--- config.mk ---
export PLATFORM = sky130hd
export DESIGN_NAME = usb_bit_unstuffer
export DESIGN_NICKNAME = d
export VERILOG_FILES = /design/src/rtl/usb_bit_unstuffer.sv
export SDC_FILE = /design/constraint.sdc
export NUM_CORES = 1
export LEC_CHECK = 0
export ABC_AREA = 1
export CAP_MARGIN = 25
export CORE_MARGIN = 10
export CORE_UTILIZATION = 47
export CTS_CLUSTER_SIZE = 16
export DETAILED_ROUTE_END_ITERATION = 6
export PLACE_DENSITY = 0.79
export SYNTH_ARGS = -nofsm -noshare
export SYNTH_HDL_FRONTEND = slang
export SYNTH_SLANG_ARGS = --single-unit
--- constraint.sdc ---
create_clock -name clock -period 1.06 [get_ports clock]
set_input_delay 0.212 -clock clock [delete_from_list [all_inputs] [get_ports clock]]
set_output_delay 0.212 -clock clock [all_outputs]
set_load 0.02 [all_outputs]
--- src/rtl/usb_bit_unstuffer.sv ---
// USB receive bit unstuffer.
// Forwards the first PID_BITS bits of a packet untouched, then removes the bit that
// follows every run of STUFF_LEN ones. The output is a gapped valid/bit stream with a
// one-cycle end-of-packet pulse.
// Optional feature macro USB_UNSTUFF_ERR_CHECK_EN: a 1 in the stuff-bit slot raises a
// sticky stuff_err and discards the rest of the packet. Without the macro the stuff bit
// is discarded whatever its value and stuff_err is tied low.
module usb_bit_unstuffer #(
  parameter int unsigned PID_BITS  = 8,
  parameter int unsigned STUFF_LEN = 6
) (
  input  logic clock,
  input  logic reset_n,
  input  logic in_valid,
  input  logic in_bit,
  input  logic in_eop,
  output logic out_valid,
  output logic out_bit,
  output logic out_eop,
  output logic ubs_busy,
  output logic stuff_err
);

  localparam int unsigned BitCntW  = $clog2(PID_BITS + 1);
  localparam int unsigned OnesCntW = $clog2(STUFF_LEN + 1);

  typedef enum logic [2:0] {StIdle, StPid, StData, StDrop, StError} state_e;

  state_e              state_q, state_d;
  logic [BitCntW-1:0]  bit_cnt_q, bit_cnt_d;
  logic [OnesCntW-1:0] ones_cnt_q, ones_cnt_d;
  logic                out_valid_d, out_bit_d, out_eop_d, busy_d, stuff_err_d;
  logic                eop_take;

  // An EOP counts only when a packet is in progress or starts in this very cycle.
  assign eop_take = in_eop && ((state_q != StIdle) || in_valid);

  // State, counters and registered outputs.
  always_ff @(posedge clock or negedge reset_n) begin
    if (!reset_n) begin
      state_q    <= StIdle;
      bit_cnt_q  <= '0;
      ones_cnt_q <= '0;
      out_valid  <= 1'b0;
      out_bit    <= 1'b0;
      out_eop    <= 1'b0;
      ubs_busy   <= 1'b0;
      stuff_err  <= 1'b0;
    end else begin
      state_q    <= state_d;
      bit_cnt_q  <= bit_cnt_d;
      ones_cnt_q <= ones_cnt_d;
      out_valid  <= out_valid_d;
      out_bit    <= out_bit_d;
      out_eop    <= out_eop_d;
      ubs_busy   <= busy_d;
      stuff_err  <= stuff_err_d;
    end
  end

  // Next state and counters: process the bit first, then apply the EOP.
  always_comb begin
    state_d    = state_q;
    bit_cnt_d  = bit_cnt_q;
    ones_cnt_d = ones_cnt_q;
    if (in_valid) begin
      unique case (state_q)
        StIdle: begin
          bit_cnt_d = BitCntW'(1);
          if (PID_BITS == 1) begin
            ones_cnt_d = OnesCntW'(in_bit);
            state_d    = StData;
          end else begin
            ones_cnt_d = '0;
            state_d    = StPid;
          end
        end
        StPid: begin
          bit_cnt_d = bit_cnt_q + BitCntW'(1);
          // Only the last PID bit seeds the run of ones.
          if (bit_cnt_q == BitCntW'(PID_BITS - 1)) begin
            ones_cnt_d = OnesCntW'(in_bit);
            state_d    = StData;
          end
        end
        StData: begin
          if (!in_bit) begin
            ones_cnt_d = '0;
          end else if (ones_cnt_q == OnesCntW'(STUFF_LEN - 1)) begin
            ones_cnt_d = '0;
            state_d    = StDrop;
          end else begin
            ones_cnt_d = ones_cnt_q + OnesCntW'(1);
          end
        end
        StDrop: begin
`ifdef USB_UNSTUFF_ERR_CHECK_EN
          if (in_bit) begin
            state_d = StError;
          end else begin
            state_d    = StData;
            ones_cnt_d = '0;
          end
`else
          state_d    = StData;
          ones_cnt_d = '0;
`endif
        end
        StError: begin
          state_d = StError;
        end
        default: begin
          state_d = StIdle;
        end
      endcase
    end
    if (eop_take) begin
      state_d    = StIdle;
      bit_cnt_d  = '0;
      ones_cnt_d = '0;
    end
  end

  // Output next values: forward in IDLE/PID/DATA, never in DROP/ERROR.
  always_comb begin
    out_valid_d = in_valid && (state_q inside {StIdle, StPid, StData});
    out_bit_d   = out_valid_d ? in_bit : 1'b0;
    out_eop_d   = eop_take;
    busy_d      = (state_d != StIdle);
`ifdef USB_UNSTUFF_ERR_CHECK_EN
    stuff_err_d = stuff_err;
    if (in_valid && (state_q == StIdle)) begin
      stuff_err_d = 1'b0;
    end else if (in_valid && (state_q == StDrop) && in_bit) begin
      stuff_err_d = 1'b1;
    end
`else
    stuff_err_d = 1'b0;
`endif
  end

endmodule

==> flow_summary.json <==
{
  "tritoncts": "done",
  "r2r_cells": 6,
  "critical_path.cell_chain": "inv_1, nand3_2, nand2_4, nand2_1, a21oi_1, nor2_1",
  "fin_ws_ps": -157,
  "max_cap_violations": 0,
  "fin_worst_skew_ps": 2.79,
  "postLayoutCellArea_um2": 1070,
  "synth_fp_nets": 110,
  "yosysTopAreaCell": "dfrtp_1",
  "p_total_mw": 1.28,
  "clock_latency_ps": 280,
  "holdWs_ps": 222,
  "r2r_start": "state_q[2]",
  "route.detailed.drc": 0,
  "overflow": 0,
  "synth_seq_area_share_pct": 44.4,
  "synth_seq_cells": 14,
  "p_leak_nw": 0.539,
  "start_kind": "flop",
  "timing.final.crit_share_pct": 115,
  "core_area_um2": 1540,
  "post_drt_via_cell_ratio": 5.05,
  "cts_inserted_buffers": 3,
  "holdCritPathClass": "in -> async",
  "synthDominantCellAreaShare_pct": 44.4,
  "grt_max_degree": 15,
  "final_cell_mix": "nand2_1 (22), buf_4 (17), nor2_1 (12), dfrtp_1 (12), inv_1 (11)",
  "r2r-end": "bit_cnt_q[2]",
  "grt_first_pass_wirelength_um": 2840,
  "synth_area_um2": 790,
  "placed_cell_area_um2": 1000,
  "clk_pin_slew_ps": 80,
  "cp_max_fo": 8,
  "fp.dieArea_um2": 3720,
  "synth.distinct_cells": 23,
  "slew_viol_final": 0,
  "violations": "setup timing",
  "fin_util_pct": 69.7,
  "rsz0062_at_grt": "yes",
  "syn_inst": 104,
  "start_util_pct": 51.2,
  "cts_root_buf": "clkbuf_4",
  "avgSynthCellArea_um2": 7.59,
  "setup_violations": 10,
  "vias": 747,
  "critPathKind": "reg -> reg",
  "final_common_cell": "nand2_1",
  "ant_nets": 0,
  "max_stage_delay_ps": 470,
  "drive_gt1_share_pct": 37.1,
  "dp_hpwl_um": 1310,
  "grt.total_usage_pct": 10.1,
  "power_density_nw_per_um2": 1190,
  "cp-end-kind": "flop",
  "critPathSlowestCell": "dfrtp_2",
  "fp.dieW_um": 61.0,
  "rows": 14,
  "drtPass1Iterations": 4,
  "first_global_vias": 696,
  "wirelength_um": 1710,
  "drtIter0Drc": 14,
  "outcome": "complete, but fails checks",
  "final_hold_viol_count": 0,
  "stdcell_count": 148,
  "fp.dieH_um": 61.0,
  "min_period_ps": 1220,
  "vdd_ir_drop_max_v": 0.000986,
  "antenna_cells": 0,
  "startpoint": "state_q[2]",
  "required_ps": 1240,
  "synthTopCellsByArea": "dfrtp_1 (44%), nand2_1 (12%), inv_1 (6.2%), nor2_1 (6.2%), nand3_1 (5.7%)",
  "htree_levels": 1,
  "ys_warn_count": 0,
  "routedWlPerCell_um": 11.5,
  "gp_congestion": 0.823,
  "setup_tns_ps": -1180,
  "dp_cells": 141,
  "antenna_found_initial": 0,
  "syn_to_final_growth_pct": 36.1,
  "detailedPlace.worstSlack_ps": -409,
  "fmax_mhz": 822,
  "final_nets": 139,
  "clockBufferDepth": 2,
  "port_buffers": 8,
  "arrival_ps": 1390,
  "io_pins": 10,
  "clock_sinks": 14,
  "regToRegSetupSlack_ps": -160
}
[critical path, delay by kind of cell, from the launching register on]
family                 cells  cell delay, ps
and+or+nand+nor            4             370
AOI/OAI and AO/OA          1             160
buffers and inverters      1             120
DFF                        1             470
[area by class of cell]
type / count / area (um2)
sequential: 14 / 353
inverter: 16 / 60.1
tap: 16 / 20.0
clock buffer: 4 / 26.3
timing repair buffer: 25 / 194
fill: 122 / 467
multi-input combinational: 73 / 422
[how the worst max path moves through the flow]
stage / to / slack [ps] / cells after the start
final: bit_cnt_q[2] / -160 / 6
after global routing: ubs_busy / -230 / 6
after CTS: ones_cnt_q[0] / -150 / 8
after detailed placement: ones_cnt_q[0] / -410 / 8
after global placement: ones_cnt_q[2] / -380 / 8
after floorplan: ones_cnt_q[0] / -70 / 8
[cells in the mapped netlist (all sizes together)]
master,number
buf,1
nand3,10
nor3,2
dfrtp,14
inv,16
nor2,17
o22ai,1
ha,1
nand4,2
a21oi,5
o21ai,4
xor2,1
nand2,27
nand3b,1
conb,1
and3,1
[what timing repair did]
item,in CTS,in global routing
pin swaps,7,1
gates resized for setup,26,5
setup buffers,2,1
endpoints found under the setup margin,14,11
hold endpoints to repair,0,0
hold buffers,0,0
[sequential cells by signal (all words and copies together) (netlist names)]
name	flops
out_eop	1
ubs_busy	1
out_bit	1
out_valid	1
ones_cnt_q	3
state_q	3
bit_cnt_q	4
[kinds of logic after synthesis]
group,Yosys count,synth area share [%]
buf+inv,17,8.56
simple gates,60,36.9
other cells,1,0.475
flops,14,44.4
xor+xnor,1,1.11
compound gates,10,6.97
fa+ha+maj,1,1.58
[power by group]
| group | leakage [nW] | internal (mW) | switching, mW |
|---|---|---|---|
| registers | 0.182 | 0.571 | 0.0319 |
| clock network | 0.0150 | 0.146 | 0.173 |
| logic | 0.342 | 0.164 | 0.195 |
| total | 0.539 | 0.881 | 0.400 |
[routing by layer]
layer  vias to the layer above  global-route usage (%)  part of all wire, %
met4                         0                    4.70                  1.5
met1                       350                    11.3                   44
met3                         2                    3.13                  4.3
li1                        383                       -                    -
met5                         -                       0                    0
met2                        12                    16.9                   50
Power figures use the tool's default switching activity.
